## config.mk

```make
export PLATFORM = sky130hd
export DESIGN_NAME = multicycle_acc_processor_flat
export DESIGN_NICKNAME = d
export VERILOG_FILES = /design/src/rtl/proc_pkg.sv /design/src/rtl/multicycle_acc_processor_if.sv /design/src/rtl/proc_alu.sv /design/src/rtl/multicycle_acc_processor.sv /design/src/flat_wrapper.sv
export SDC_FILE = /design/constraint.sdc
export NUM_CORES = 1
export LEC_CHECK = 0
export BUFFER_PORTS_ARGS = -buffer_cell sky130_fd_sc_hd__buf_2
export CORE_ASPECT_RATIO = 1.1
export CORE_UTILIZATION = 52
export CTS_CLUSTER_DIAMETER = 120
export DETAILED_ROUTE_END_ITERATION = 16
export PLACE_DENSITY = 0.78
export SETUP_SLACK_MARGIN = 0.02
export SLEW_MARGIN = 25
export SYNTH_ARGS = -nofsm -noshare
export SYNTH_HDL_FRONTEND = slang
export SYNTH_SLANG_ARGS = --single-unit
```

## constraint.sdc

```tcl
create_clock -name clk -period 4.4 [get_ports clk]
set_input_delay 0.66 -clock clk [delete_from_list [all_inputs] [get_ports clk]]
set_output_delay 0.66 -clock clk [all_outputs]
set_load 0.03 [all_outputs]
```

## src/rtl/proc_pkg.sv

```systemverilog
// Shared opcode/state encodings for the multicycle accumulator processor.
// The optional carry flag and JC opcode are built only when PROC_CARRY_EN is defined.
package proc_pkg;

  localparam int OPC_W = 4;

  typedef enum logic [OPC_W-1:0] {
    OP_LOAD  = 4'd0,
    OP_STORE = 4'd1,
    OP_ADD   = 4'd2,
    OP_SUB   = 4'd3,
    OP_MUL   = 4'd4,
    OP_JMP   = 4'd5,
    OP_JZ    = 4'd6,
    OP_HALT  = 4'd7,
    OP_JC    = 4'd8
  } opcode_t;

  typedef enum logic [2:0] {
    S_FETCH,
    S_DECODE,
    S_OPRD,
    S_EXEC,
    S_WRITE,
    S_HALT
  } state_t;

endpackage

```

## src/rtl/multicycle_acc_processor_if.sv

```systemverilog
// Memory-port bundle between the processor (master) and the memory model / top level (slave).
interface multicycle_acc_processor_if #(
  parameter int DATA_W = 16,
  parameter int ADDR_W = 5
);
  // Memory protocol: one access per cycle, no valid/ready. readwriteN=1 writes data_out to
  // address on the next rising edge; readwriteN=0 reads, and data_in returns mem[address]
  // one cycle after the address was presented. run gates only new instruction fetches.
  logic              run;
  logic [DATA_W-1:0] data_in;
  logic [DATA_W-1:0] data_out;
  logic              readwriteN;
  logic [ADDR_W-1:0] address;
  logic              halted;

  modport master (input run, data_in, output data_out, readwriteN, address, halted);
  modport slave  (output run, data_in, input data_out, readwriteN, address, halted);
endinterface

```

## src/rtl/proc_alu.sv

```systemverilog
// Combinational accumulator ALU: LOAD pass-through, ADD, SUB (a-b) and MUL (low half kept).
// carry reports ADD carry-out, SUB borrow or a nonzero MUL high half; LOAD returns carry=0.
module proc_alu
  import proc_pkg::*;
#(
  parameter int OP_W = 8
) (
  input  logic [OP_W-1:0] a,
  input  logic [OP_W-1:0] b,
  input  opcode_t         op,
  output logic [OP_W-1:0] result,
  output logic            carry
);

  logic [OP_W:0]     sum;
  logic [2*OP_W-1:0] product;

  assign sum     = {1'b0, a} + {1'b0, b};
  assign product = (2*OP_W)'(a) * (2*OP_W)'(b);

  always_comb begin
    result = '0;
    carry  = 1'b0;
    case (op)
      OP_LOAD: result = b;
      OP_ADD:  {carry, result} = sum;
      OP_SUB: begin
        result = a - b;
        carry  = (a < b);
      end
      OP_MUL: begin
        result = product[OP_W-1:0];
        carry  = |product[2*OP_W-1:OP_W];
      end
      default: begin
      end
    endcase
  end

endmodule

```

## src/rtl/multicycle_acc_processor.sv

```systemverilog
// Multicycle accumulator processor: FSM, PC, IR, ACC (and CARRY when PROC_CARRY_EN is defined)
// sharing one synchronous memory port; all memory-side outputs are registered.
module multicycle_acc_processor
  import proc_pkg::*;
#(
  parameter int DATA_W = 16,
  parameter int ADDR_W = 5,
  parameter int OP_W   = 8
) (
  input  logic                       clk,
  input  logic                       rst_n,
  multicycle_acc_processor_if.master bus,
  output state_t                     state_dbg,
  output logic [ADDR_W-1:0]          pc_dbg,
  output logic [OP_W-1:0]            acc_dbg,
  output logic                       carry_dbg
);

  state_t            state;
  logic [ADDR_W-1:0] pc;
  logic [DATA_W-1:0] ir;
  logic [OP_W-1:0]   acc;
  logic [ADDR_W-1:0] address_q;
  logic              rw_q;
  logic [DATA_W-1:0] data_out_q;
  logic              halted_q;

  opcode_t           fetched_op;
  opcode_t           ir_op;
  logic [ADDR_W-1:0] fetched_opd;
  logic [ADDR_W-1:0] pc_next;
  logic [OP_W-1:0]   alu_result;
  logic              alu_carry;

  assign fetched_op  = opcode_t'(bus.data_in[DATA_W-1 -: OPC_W]);
  assign fetched_opd = bus.data_in[ADDR_W-1:0];
  assign ir_op       = opcode_t'(ir[DATA_W-1 -: OPC_W]);
  assign pc_next     = pc + ADDR_W'(1);

  proc_alu #(.OP_W(OP_W)) u_alu (
    .a      (acc),
    .b      (bus.data_in[OP_W-1:0]),
    .op     (ir_op),
    .result (alu_result),
    .carry  (alu_carry)
  );

`ifdef PROC_CARRY_EN
  logic carry;
  assign carry_dbg = carry;
`else
  logic unused_alu_carry;
  assign unused_alu_carry = alu_carry;
  assign carry_dbg        = 1'b0;
`endif

  // Outputs are loaded for the state being entered, so each state sees its own address/strobe.
  always_ff @(posedge clk or negedge rst_n) begin
    if (!rst_n) begin
      state      <= S_FETCH;
      pc         <= '0;
      ir         <= '0;
      acc        <= '0;
      address_q  <= '0;
      rw_q       <= 1'b0;
      data_out_q <= '0;
      halted_q   <= 1'b0;
`ifdef PROC_CARRY_EN
      carry      <= 1'b0;
`endif
    end else begin
      case (state)
        S_FETCH: begin
          if (bus.run) state <= S_DECODE;
        end
        S_DECODE: begin
          ir        <= bus.data_in;
          pc        <= pc_next;
          address_q <= pc_next;
          case (fetched_op)
            OP_LOAD, OP_ADD, OP_SUB, OP_MUL: begin
              state     <= S_OPRD;
              address_q <= fetched_opd;
            end
            OP_STORE: begin
              state      <= S_WRITE;
              address_q  <= fetched_opd;
              rw_q       <= 1'b1;
              data_out_q <= DATA_W'(acc);
            end
            OP_JMP: begin
              state     <= S_FETCH;
              pc        <= fetched_opd;
              address_q <= fetched_opd;
            end
            OP_JZ: begin
              state <= S_FETCH;
              if (acc == '0) begin
                pc        <= fetched_opd;
                address_q <= fetched_opd;
              end
            end
`ifdef PROC_CARRY_EN
            OP_JC: begin
              state <= S_FETCH;
              if (carry) begin
                pc        <= fetched_opd;
                address_q <= fetched_opd;
              end
            end
`endif
            default: begin
              state    <= S_HALT;
              halted_q <= 1'b1;
            end
          endcase
        end
        S_OPRD: state <= S_EXEC;
        S_EXEC: begin
          acc       <= alu_result;
`ifdef PROC_CARRY_EN
          carry     <= alu_carry;
`endif
          state     <= S_FETCH;
          address_q <= pc;
        end
        S_WRITE: begin
          rw_q       <= 1'b0;
          data_out_q <= '0;
          state      <= S_FETCH;
          address_q  <= pc;
        end
        default: begin
          state    <= S_HALT;
          halted_q <= 1'b1;
          rw_q     <= 1'b0;
        end
      endcase
    end
  end

  assign bus.address    = address_q;
  assign bus.readwriteN = rw_q;
  assign bus.data_out   = data_out_q;
  assign bus.halted     = halted_q;

  assign state_dbg = state;
  assign pc_dbg    = pc;
  assign acc_dbg   = acc;

endmodule

```

## src/flat_wrapper.sv

```systemverilog
// flat-port wrapper written by rule: the top's interface ports become plain ports
module multicycle_acc_processor_flat import proc_pkg::*;
#(
  parameter int DATA_W = 16,
  parameter int ADDR_W = 5,
  parameter int OP_W   = 8
)
  (clk, rst_n, state_dbg, pc_dbg, acc_dbg, carry_dbg, bus_run, bus_data_in, bus_data_out, bus_readwriteN, bus_address, bus_halted);
  multicycle_acc_processor_if #(.DATA_W(DATA_W), .ADDR_W(ADDR_W)) bus_i ();
  input  logic clk;
  input  logic rst_n;
  output state_t state_dbg;
  output logic [ADDR_W-1:0] pc_dbg;
  output logic [OP_W-1:0] acc_dbg;
  output logic carry_dbg;
  input wire logic [$bits(bus_i.run)-1:0] bus_run;
  input wire logic [$bits(bus_i.data_in)-1:0] bus_data_in;
  output wire logic [$bits(bus_i.data_out)-1:0] bus_data_out;
  output wire logic [$bits(bus_i.readwriteN)-1:0] bus_readwriteN;
  output wire logic [$bits(bus_i.address)-1:0] bus_address;
  output wire logic [$bits(bus_i.halted)-1:0] bus_halted;
  assign bus_i.run = bus_run;
  assign bus_i.data_in = bus_data_in;
  assign bus_data_out = bus_i.data_out;
  assign bus_readwriteN = bus_i.readwriteN;
  assign bus_address = bus_i.address;
  assign bus_halted = bus_i.halted;
  multicycle_acc_processor #(.DATA_W(DATA_W), .ADDR_W(ADDR_W), .OP_W(OP_W)) u_core (.clk(clk), .rst_n(rst_n), .bus(bus_i), .state_dbg(state_dbg), .pc_dbg(pc_dbg), .acc_dbg(acc_dbg), .carry_dbg(carry_dbg));
endmodule
```

* Word-level counts from Yosys, hierarchy flattened *
Index checks and enable logic that the tools add are counted.

operators by class
  equal/unequal tests = 16
  reduce and logical (&&, ||, !) cells = 16
  bitwise logic cells = 2
  $mul = 1
  mux-type cells = 14
  add/subtract/negate cells = 3

operators by type and width
  cell                                            number
  one-hot mux 16 bit (2 select lines)             1
  one-hot mux 8 bit (4 select lines)              1
  one-hot mux 5 bit (2 select lines)              3
  == test 4 x 2 -> 1 bit (second input constant)  4
  == test 4 x 3 -> 1 bit (second input constant)  4
  2-to-1 mux 16 bit                               1
  one-hot mux 3 bit (4 select lines)              1
  one-hot mux 3 bit (3 select lines)              1
  adder 8 bit                                     1
  zero test 4 bit                                 2
  zero test 8 bit                                 1
  multiplier 8 x 8 -> 8 bit                       1
  OR reduction 4 bit                              2
  subtractor 8 bit                                1
  OR reduction 7 bit                              1
  == test 3 x 2 -> 1 bit (second input constant)  2
  != test 2 bit (second input constant)           3
  AND reduction 2 bit                             3
  OR reduction 6 bit                              1
  adder 5 x 1 -> 5 bit (second input constant)    1
  2-to-1 mux 5 bit                                1
  == test 4 x 1 -> 1 bit (second input constant)  1
  one-hot mux 1 bit (2 select lines)              2
  nonzero test 2 bit                              2
  other kinds (8)                                 11

storage, ports and cells
  register bits after elaboration = 55
  bits of input ports = 19
  word-level logic and storage cells = 60
  output and inout bits = 40

* Depth between registers and ports, before layout *
Gate-level depths: netlist of the first run.

  depth in word-level cells = 4
  depth in mapped cells = 17
  gate-level depth less buffers = 16

* Modules after synthesis *
A second synthesis of the first run with hierarchy kept.

unflattened totals
  cells, all modules = 576
  area, all modules = 4924.7 um2

by module, submodules not included
  module                    instances  cells each  area an instance (um2)  seq. area each (um2)
  proc_alu                  1          373         2947.8                  0.0
  multicycle_acc_processor  1          203         1976.9                  875.8

* Worst setup path after synthesis of the first run *
No wires, ideal clock.

  path kind = input-to-reg
  start = in bus_data_in[4]
  end = reg u_core.acc[7] (netlist: u_core.acc_dbg[7])
  buffers on the path = 1
  slack = -0.324 ns
  data arrival time = 4.596 ns
  cell stages on the path = 16
  library setup time = 0.128 ns
  data required time = 4.272 ns
  cell sequence = clkbuf_1 nand2_1 fa_1 fa_1 inv_1 fa_1 inv_1 fa_1 inv_1 ha_1 a21oi_1 xnor3_1 xnor3_1 mux2_4 a22oi_2 a21oi_1

on the way
  longest elaborated chain between the ends = 2
  elaborated cells on any way between the ends = 4
  classes of those cells = add/sub: 2; mul: 1; mux: 1

ends and longest elaborated chain
  element                                                  RTL line                         source
  start, declared                                          flat_wrapper.sv:17               input wire logic [$bits(bus_i.data_in)-1:0] bus_data_in;
  multiplier 8 x 8 -> 8 bit, or another cell as far along  proc_alu.sv:19                   assign product = (2*OP_W)'(a) * (2*OP_W)'(b);
  one-hot mux 8 bit (4 select lines) (*)                   proc_alu.sv:24                   case (op)
  end signal, assigned                                     multicycle_acc_processor.sv:120  acc <= alu_result;
  end, declared                                            multicycle_acc_processor.sv:22   logic [OP_W-1:0] acc;

Mark *: on every way between the ends. The rest lies on a longest branch, timed or not.
A chain may end at the register's enable or synchronous reset.

* Worst setup path in the final report of the first run *
  start = reg u_core.acc[1] (netlist: u_core.acc_dbg[1])
  end = reg u_core.acc[7] (netlist: u_core.acc_dbg[7])

on the way
  longest elaborated chain between the ends = 2
  elaborated cells on any way between the ends = 4
  classes of those cells = add/sub: 2; mul: 1; mux: 1

ends and longest elaborated chain
  element                                                  RTL line
  multiplier 8 x 8 -> 8 bit, or another cell as far along  proc_alu.sv:19
  one-hot mux 8 bit (4 select lines) (*)                   proc_alu.sv:24

Marked as above.

==> impl_metrics.csv, run 1 <==
group,metric,value,unit
placement,dp_cells,525,
timing,min_period,4.210,ns
timing,setup_viol,0,
timing,min_period_over_period,95.68,%
detailed_routing,drtIter0Drc,192,
yosys,yosysTopAreaCellShare,26.25,%
global_routing,grt_pass1_wl,13490,microns
detailed_routing,antenna_left,0,
clocking,cts_tree,"done",
global_routing,overflow,0,
timing,worst_slew_pin_slew,0.8089,ns
yosys,ys_types,50,
run,cap_violations,0,
clocking,ctsHoldBuffers,0,
global_routing,grt_pass1_vias,2865,
placement,io_buffers,45,
worst_setup_path,cp-end-kind,"register",
timing,final_hold_viol_count,0,
yosys,synth.most_common_cell,"nand2_1",
clocking,cts-htree-levels,2,
yosys,synthTopCellsByArea,"dfrtp_1, ha_1, fa_1",
min_path,hold_path.class,"in -> async",
timing,rsz0062_at_grt,"no",
floorplanning,io_pins,59,
clocking,clock_latency,0.30,ns
global_routing,grt_max_degree,36,
run_status,outcome,"finished, final reports clean",
detailed_routing,wl_per_cell,15.55,microns
yosys,async_reset_ff_share,100.0,%
worst_setup_path,required,4.57,ns
detailed_routing,routed_wl,8290,microns
clocking,cts_root_buf,"clkbuf_8",
timing,drv_slew,0,
final_layout,area_growth,15.60,%
power,ir_drop,0.5009,mV
placement,globalplace.congestion,0.9302,
yosys,synth_area_leader_cell,"dfrtp_1",
placement,hpwl,6392,microns
worst_setup_path,critPathArrivalTime,4.38,ns
detailed_routing,post-route-drc-count,0,
floorplanning,dieArea,6742,sq um
detailed_routing,drtPass1Iterations,4,
yosys,avgSynthCellArea,8.301,sq um
global_routing,globalRouteTotalUtil,26.16,%
floorplanning,die_h,86.02,microns
final_layout,utilization,62.28,%
worst_setup_path,worst_path_max_delay_cell,"fa_1",
detailed_routing,via_count,2984,
clocking,path_clk_slew,0.09,ns
yosys,syn-instance-count,402,
final_layout,fillers,574,
yosys,yosys_register_bits,35,
yosys,synth_warnings,0,
worst_setup_path,path_buf_inv,3,
yosys,ys_seq_area_share,26.25,%
power,power,3515,uW
floorplanning,start_util,53.88,%
yosys,synth_top_flop_cell,"dfrtp_1",
worst_setup_path,crit_family,"adder cells",
timing,max_freq,237.5,MHz
power,pwr_density_cell,911.2,nW/um^2
clocking,post_cts_buffers,0,
detailed_routing,routed_via_density,5.598,
power,leakage,0.001971,uW
floorplanning,core_area,6193,sq um
worst_setup_path,cp-start-kind,"register",
yosys,synth_top_cells_by_count,"nand2_1, nor2_1, inv_1, dfrtp_1, a21oi_1",
clocking,cts_sinks,35,
worst_setup_path,slowest_delay,0.54,ns
worst_setup_path,critPathKind,"reg -> reg",
worst_setup_path,crit_path_cell_trace,"inv_1 > nor2_1 > ha_1 > fa_1 > ha_1 > inv_1 > fa_1 > inv_1 > fa_1 > a21o_1 > a21oi_2 > xnor3_1 > xnor3_1 > mux2_4 > a22oi_2 > a21oi_1",
timing,skew,0.009243,ns
final_layout,antenna_cells,0,
yosys,netlist_area,3337,sq um
yosys,synth-edff-count,0,
global_routing,antenna_found_initial,0,
worst_setup_path,cp_max_fo,7,
final_layout,nets,510,
final_layout,final_cells,533,
timing,max_slew_margin,46.08,%
clocking,cts_buffers,5,
final_layout,drive_gt1_share,20.53,%
floorplanning,dieWidth,78.38,microns
clocking,cts_max_path_buffers,2,
floorplanning,rows,30,
==> final timing paths <==
path / start / endpoint / slack, ns / cells after the start
max: u_core.acc_dbg[1] / u_core.acc_dbg[7] / 0.19 / 16
min: rst_n / u_core.pc_dbg[3] / 0.44 / 1
max reg2reg: u_core.acc_dbg[1] / u_core.acc_dbg[7] / 0.19 / 16
min reg2reg: u_core.bus.halted / u_core.bus.halted / 0.47 / 1
max in group asynchronous: rst_n / u_core.bus.data_out[4] / 3.44 / 1
min in group clk: u_core.bus.halted / u_core.bus.halted / 0.47 / 1
==> report_power, final <==
part | leakage [uW] | internal, uW | switching [uW]
Sequential | 0.000429 | 456 | 209
Combinational | 0.00148 | 1100 | 1390
Clock | 0.0000644 | 226 | 134
==> flip-flops by register name (all words and copies together), names as in the netlist <==
signal,cells
u_core.acc_dbg,8
u_core.bus.address,5
u_core.bus.data_out,8
u_core.bus.halted,1
u_core.bus.readwriteN,1
u_core.ir,4
u_core.pc_dbg,5
u_core.state_dbg,3
==> through the flow <==
stage	setup TNS (ns)	hold WS, ns	area [sq um]	worst slack (ns)
6_report	0	0.4444	3857	0.1903
5_1_grt	0	0.5146	3857	0.03293
4_1_cts	0	0.4775	3855	0.1549
3_5_place_dp	-0.1447	0.4555	3719	-0.1447
3_3_place_gp	-0.09187	0.4441	3719	-0.09187
2_1_floorplan	0	0.3644	3418	0.1610
==> metal layers <==
metal / track usage [%] / vias up / part of all wire [%]
met4: 12.29 / 0 / 2.4
met1: 32.62 / 1426 / 43
met5: 0 / - / 0
li1: - / 1427 / -
met2: 44.58 / 111 / 49
met3: 3.723 / 20 / 5.2
==> what timing repair did <==
item / in CTS / in global routing
setup endpoints to repair: 0 / 1
hold endpoints to repair: 0 / 0
gates resized for setup: 0 / 1
==> kinds of logic (layout without fill, tap and decap cells) <==
| group | after synthesis | after routing | synth area share, % |
|---|---|---|---|
| DFF | 35 | 35 | 26.25 |
| xor gates and xnor gates | 25 | 25 | 7.387 |
| adders and majority gates | 39 | 39 | 17.55 |
| buffers and inverters | 67 | 110 | 8.886 |
| AOI/OAI and AO/OA | 78 | 78 | 14.47 |
| muxes | 20 | 20 | 6.224 |
| and+or+nand+nor | 137 | 137 | 19.12 |
| other | 1 | 9 | 0.1124 |
==> layout make-up <==
cell class,count,area [sq um],area share (%)
repair buffers,65,377.9,9.796
clock inverters,3,67.56,1.752
clock buffers,5,68.82,1.784
well taps,80,100.1,2.595
inverters,37,138.9,3.600
flip-flops and latches,35,875.8,22.71
multi-input cells,308,2228,57.77
==> cells in the final DEF (no fill, tap or decap), types with 5 or more instances in the layout <==
cell       n
nand2_1   47
nor2_1    44
buf_2     44
inv_1     36
dfrtp_1   35
a21oi_1   28
ha_1      24
xnor2_1   20
buf_4     20
mux2i_1   17
fa_1      12
nand3_1    9
o21ai_1    9
conb_1     9
o21ai_0    8
and2_1     7
nor3_1     7
a31oi_1    6
o22ai_1    5
clkbuf_8   5
No activity file was read; power rests on OpenSTA's default activity.
==> run 2: changes to the inputs <==
--- a/config.mk
+++ b/config.mk
@@ -7,12 +7,14 @@
 export LEC_CHECK = 0
 export BUFFER_PORTS_ARGS = -buffer_cell sky130_fd_sc_hd__buf_2
 export CORE_ASPECT_RATIO = 1.1
-export CORE_UTILIZATION = 52
+export CORE_UTILIZATION = 55
+export CTS_BUF_LIST = sky130_fd_sc_hd__clkbuf_8
 export CTS_CLUSTER_DIAMETER = 120
 export DETAILED_ROUTE_END_ITERATION = 16
-export PLACE_DENSITY = 0.78
+export PLACE_DENSITY = 0.79
 export SETUP_SLACK_MARGIN = 0.02
 export SLEW_MARGIN = 25
 export SYNTH_ARGS = -nofsm -noshare
 export SYNTH_HDL_FRONTEND = slang
+export SYNTH_HIERARCHICAL = 1
 export SYNTH_SLANG_ARGS = --single-unit
==> constraint.sdc (replaced) <==
create_clock -name clk -period 4.4 [get_ports clk]
set_input_delay 0.88 -clock clk [delete_from_list [all_inputs] [get_ports clk]]
set_output_delay 0.88 -clock clk [all_outputs]
set_load 0.03 [all_outputs]
==> run 2 against run 1 <==
Effect of this change: global-route usage grew 2.5 points; flip-flop and latch count is the same; critical path depth grew 1; register-to-register slack gained 0.16 ns.
==> impl_metrics.csv, run 2 <==
group,metric,value,unit
run_status,outcome,"finished, final reports clean",
detailed_routing,drtPass1Iterations,5,
worst_setup_path,crit_path_frequent_cell,"inv_1",
timing,finalSetupTns,0,ns
timing,skew,0.009926,ns
timing,final_hold_viol_count,0,
final_layout,layout_commonest_cell,"nand2_1",
floorplanning,rows,30,
power,p_seq_share,22.4,%
floorplanning,io_pins,59,
clocking,cts_root_buf,"clkbuf_8",
global_routing,globalRouteTotalUtil,28.68,%
timing,max_slew_margin,38.56,%
floorplanning,dieWidth,79.91,microns
worst_setup_path,slowest_delay,0.53,ns
placement,io_buffers,45,
yosys,synth_warnings,6,
timing,max_freq,237.8,MHz
run,cap_violations,0,
detailed_routing,drtIter0Drc,257,
final_layout,multiInputGateArea,2500,sq um
detailed_routing,routed_via_density,5.905,
power,pwr_density_cell,697.0,nW/um^2
power,ir_drop,0.5362,mV
final_layout,drive_gt1_share,21.04,%
detailed_routing,antenna_left,0,
clocking,clock_latency,0.29,ns
final_layout,area_growth,13.70,%
worst_setup_path,cp_max_fo,7,
final_layout,final_cell_mix,"nand2_1, inv_1, buf_2, dfrtp_1, ha_1",
placement,hpwl,7038,microns
global_routing,antenna_found_initial,0,
timing,rsz0062_at_grt,"yes",
detailed_routing,wl_per_cell,16.84,microns
timing,min_period_over_period,95.58,%
power,p_int,1394,uW
worst_setup_path,cp-end-kind,"register",
power,netSwitchingFraction,52.12,%
floorplanning,start_util,58.23,%
final_layout,fillers,522,
power,p_switching,1517,uW
global_routing,grt_max_degree,36,
worst_setup_path,critPathArrivalTime,4.39,ns
floorplanning,dieArea,7008,sq um
worst_setup_path,critPathKind,"in -> reg",
detailed_routing,routed_wl,9432,microns
yosys,netlist_area,3672,sq um
clocking,cts-htree-levels,2,
floorplanning,die_h,87.70,microns
power,leakage,0.002121,uW
global_routing,grt_pass1_wl,15370,microns
placement,globalplace.congestion,0.9174,
placement,placed_area,4048,sq um
final_layout,fin_area,4175,sq um
yosys,avgSynthCellArea,8.723,sq um
timing,holdWs,0.4731,ns
clocking,cts_tree,"done",
global_routing,overflow,0,
power,p_clk_share,9.0,%
clocking,cts_max_path_buffers,2,
global_routing,grt_pass1_vias,3239,
clocking,cts_sinks,35,
final_layout,antenna_cells,0,
worst_setup_path,cp-start-kind,"primary input",
floorplanning,core_area,6306,sq um
final_layout,nets,551,
timing,drv_slew,0,
clocking,cts_buffers,5,
final_layout,seq_area,875.8,sq um
timing,min_period,4.205,ns
clocking,path_clk_slew,0.08,ns
timing,setup_viol,0,
clocking,ctsHoldBuffers,0,
timing,worst_slew_pin_slew,0.9141,ns
detailed_routing,post-route-drc-count,0,
yosys,syn-instance-count,421,
detailed_routing,via_count,3307,
worst_setup_path,required,4.58,ns
power,pwr-share-comb,68.6,%
worst_setup_path,crit_path_cell_trace,"clkbuf_4 > ha_2 > inv_1 > fa_1 > inv_1 > fa_1 > ha_1 > inv_1 > fa_1 > inv_1 > ha_1 > a21o_1 > a211oi_2 > nor2_1 > a21oi_1 > o31ai_1 > mux2_2",
min_path,hold_path.class,"reg -> reg",
worst_setup_path,worst_path_max_delay_cell,"fa_1",
[run 2: per-layer routing]
layer | vias up | global-route usage [%] | part of all wire (%)
met5 | - | 0 | 0
met4 | 0 | 10.71 | 2.6
met3 | 24 | 4.271 | 6.2
met2 | 132 | 46.39 | 47
met1 | 1605 | 39.01 | 45
li1 | 1546 | - | -
[run 2: worst max-delay path: cells and delay by family]
family,cells,cell delay (ns)
compound gates,4,0.62
simple gates,1,0.09
fa+ha+maj,6,2.08
buf+inv,5,0.46
mux,1,0.27
[run 2: power groups by stage]
stage                     clock network (uW)  registers, uW  logic, uW
final                                    263            651       2000
after detailed placement                   0            652       1900
after global placement                     0            644       1840
after global routing                     279            672       2190
after CTS                                265            646       1920
after floorplan                            0            763       1270
[run 2: layout make-up]
type | count | area share (%)
Clock buffer | 7 | 2.307
Tap cell | 80 | 2.397
Timing Repair Buffer | 68 | 9.589
Multi-Input combinational cell | 316 | 59.87
Sequential cell | 35 | 20.98
Inverter | 53 | 4.765
Clock inverter | 1 | 0.08990
[run 2: timing repair]
action                     in CTS  in global routing
resized for setup               0                  5
buffers inserted                0                  0
setup endpoints to repair       0                  2
[run 2: worst paths after layout]
path | start | end | slack [ns] | depth (start not counted)
min in group asynchronous | rst_n | u_core/bus.address[3] | 0.67 | 1
max reg2reg | u_core/acc_dbg[0] | u_core/acc_dbg[7] | 0.35 | 15
min | u_core/bus.halted | u_core/bus.halted | 0.47 | 1
max in group asynchronous | rst_n | u_core/acc_dbg[0] | 3.19 | 1
max | bus_data_in[2] | u_core/acc_dbg[7] | 0.19 | 17
min reg2reg | u_core/bus.halted | u_core/bus.halted | 0.47 | 1
[run 2: through the flow]
stage	power [uW]	setup slack (ns)	instances	util [%]
2_1_floorplan	2036	0.06951	429	-
5_1_grt	3139	0.009257	560	66.21
3_3_place_gp	2485	-0.1099	552	64.19
3_5_place_dp	2552	-0.1188	552	64.19
4_1_cts	2828	0.1825	560	65.77
6_report	2910	0.1946	560	66.21
==> run 3: changes to the inputs <==
--- a/config.mk
+++ b/config.mk
@@ -12,7 +12,7 @@
 export CTS_CLUSTER_DIAMETER = 120
 export DETAILED_ROUTE_END_ITERATION = 16
 export PLACE_DENSITY = 0.79
-export SETUP_SLACK_MARGIN = 0.02
+export SETUP_SLACK_MARGIN = 0.4
 export SLEW_MARGIN = 25
 export SYNTH_ARGS = -nofsm -noshare
 export SYNTH_HDL_FRONTEND = slang
==> run 3 against run 2 <==
Effect of this change: power up 4.6%; first-iteration DRC count down 20%; clock skew shrank 0.0052 ns; global-route usage about the same; critical path depth is 3 lower; combinational power rose by 4%; clock power rose by 10%; worst hold slack lost 0.0021 ns; largest cell class unchanged; largest power group unchanged.
==> impl_metrics.csv, run 3 (synthesized netlist as in run 2, its figures left out) <==
group,metric,value,unit
detailed_routing,wl_per_cell,16.66,microns
detailed_routing,via_count,3295,
worst_setup_path,worst_path_max_delay_cell,"fa_1",
worst_setup_path,required,4.58,ns
clocking,path_clk_slew,0.07,ns
clocking,cts_buffers,5,
final_layout,layout_commonest_cell,"nand2_1",
worst_setup_path,critPathKind,"in -> reg",
worst_setup_path,cp-end-kind,"register",
final_layout,multiInputGateArea,2629,sq um
run_status,outcome,"finished, final reports clean",
timing,fin_ws,0.4045,ns
global_routing,grt_max_degree,36,
power,p_switching,1543,uW
detailed_routing,post-route-drc-count,0,
clocking,cts-htree-levels,2,
final_layout,fillers,522,
power,ir_drop,0.4677,mV
detailed_routing,drtIter0Drc,205,
timing,max_freq,250.3,MHz
clocking,cts_sinks,35,
global_routing,overflow,0,
clocking,cts_max_path_buffers,2,
detailed_routing,antenna_left,0,
global_routing,antenna_found_initial,0,
timing,min_period,3.996,ns
final_layout,area_growth,17.65,%
global_routing,grt_pass1_vias,3212,
floorplanning,core_area,6306,sq um
worst_setup_path,cp-start-kind,"primary input",
final_layout,final_cell_mix,"nand2_1, inv_1, buf_2, dfrtp_1, ha_1",
placement,dp_cells,547,
timing,setup_viol,0,
worst_setup_path,crit_family,"adder cells",
timing,max_slew_margin,45.16,%
final_layout,seq_area,878.3,sq um
worst_setup_path,cp_max_fo,4,
placement,io_buffers,45,
worst_setup_path,crit_path_cell_trace,"buf_2 > nand2_1 > fa_1 > fa_1 > fa_1 > fa_1 > inv_2 > ha_4 > o21ai_1 > o21ai_1 > nor2_1 > a21oi_2 > o31ai_1 > mux2_2",
floorplanning,die_h,87.70,microns
power,pwr_density_cell,704.3,nW/um^2
floorplanning,rows,30,
placement,dp_slack,-0.08771,ns
clocking,cts_root_buf,"clkbuf_8",
power,pwr-share-comb,68.5,%
worst_setup_path,crit_path_frequent_cell,"fa_1",
clocking,cts_tree,"done",
floorplanning,io_pins,59,
min_path,hold_path.class,"reg -> reg",
global_routing,grt_pass1_wl,15410,microns
worst_setup_path,critPathArrivalTime,4.18,ns
final_layout,antenna_cells,0,
timing,worst_slew_pin_slew,0.8158,ns
placement,globalplace.congestion,0.9396,
timing,final_hold_viol_count,0,
detailed_routing,routed_wl,9297,microns
timing,rsz0062_at_grt,"yes",
power,p_seq_share,21.9,%
floorplanning,start_util,58.23,%
floorplanning,dieArea,7008,sq um
worst_setup_path,path_buf_inv,2,
floorplanning,dieWidth,79.91,microns
final_layout,final_cells,558,
placement,hpwl,7034,microns
global_routing,globalRouteTotalUtil,28.70,%
power,p_int,1500,uW
timing,min_period_over_period,90.81,%
power,netSwitchingFraction,50.69,%
timing,skew,0.004730,ns
final_layout,drive_gt1_share,26.78,%
detailed_routing,routed_via_density,5.905,
detailed_routing,drtPass1Iterations,5,
power,p_clk_share,9.5,%
timing,drv_slew,0,
final_layout,nets,549,
worst_setup_path,slowest_delay,0.54,ns
clocking,clock_latency,0.29,ns
run,cap_violations,0,
power,leakage,0.002114,uW
==> run 3: power groups by stage <==
stage | registers, uW | clock network [uW] | logic [uW]
after global placement | 653 | 0 | 1910
after detailed placement | 660 | 0 | 1960
after CTS | 656 | 296 | 2020
final | 668 | 290 | 2090
after floorplan | 764 | 0 | 1360
after global routing | 691 | 310 | 2290
==> run 3: final timing paths <==
check	slack (ns)	from	endpoint	cells after the start
worst max-delay path	0.40	bus_data_in[6]	u_core/acc_dbg[7]	14
worst min-delay path	0.47	u_core/bus.halted	u_core/bus.halted	1
worst max register to register	0.46	u_core/acc_dbg[2]	u_core/acc_dbg[7]	13
worst min register to register	0.47	u_core/bus.halted	u_core/bus.halted	1
max in group asynchronous	3.17	rst_n	u_core/acc_dbg[3]	1
min in group asynchronous	0.66	rst_n	u_core/bus.address[4]	1
==> run 3: metal layers <==
metal,track usage (%),up-vias,share of wire (%)
li1,-,1541,-
met1,34.61,1603,40
met2,50.89,121,51
met3,3.333,30,5.1
met4,13.80,0,3.8
met5,0,-,0
==> run 3: stage by stage <==
step	power, uW	hold slack, ns	utilization [%]	TNS [ns]	instance area (sq um)
6_report	3043	0.4710	68.51	0	4320
4_1_cts	2970	0.4718	67.34	0	4247
3_3_place_gp	2565	0.4471	64.54	-0.02758	4070
3_5_place_dp	2624	0.4478	64.54	-0.1375	4070
5_1_grt	3294	0.4958	68.51	0	4320
2_1_floorplan	2128	0.4510	-	0	3772
==> run 3: area by class of cell <==
type / count / share of cell area, %
Clock buffer: 5 / 1.593
Clock inverter: 3 / 1.014
Inverter: 53 / 4.605
Multi-Input combinational cell: 316 / 60.85
Sequential cell: 35 / 20.33
Tap cell: 80 / 2.317
Timing Repair Buffer: 66 / 9.296
==> run 3: timing repair <==
item                       CTS  global route
pin swaps                    9            15
buffers inserted             2             1
hold buffers                 0             0
resized for setup           13            20
setup endpoints to repair    2             3
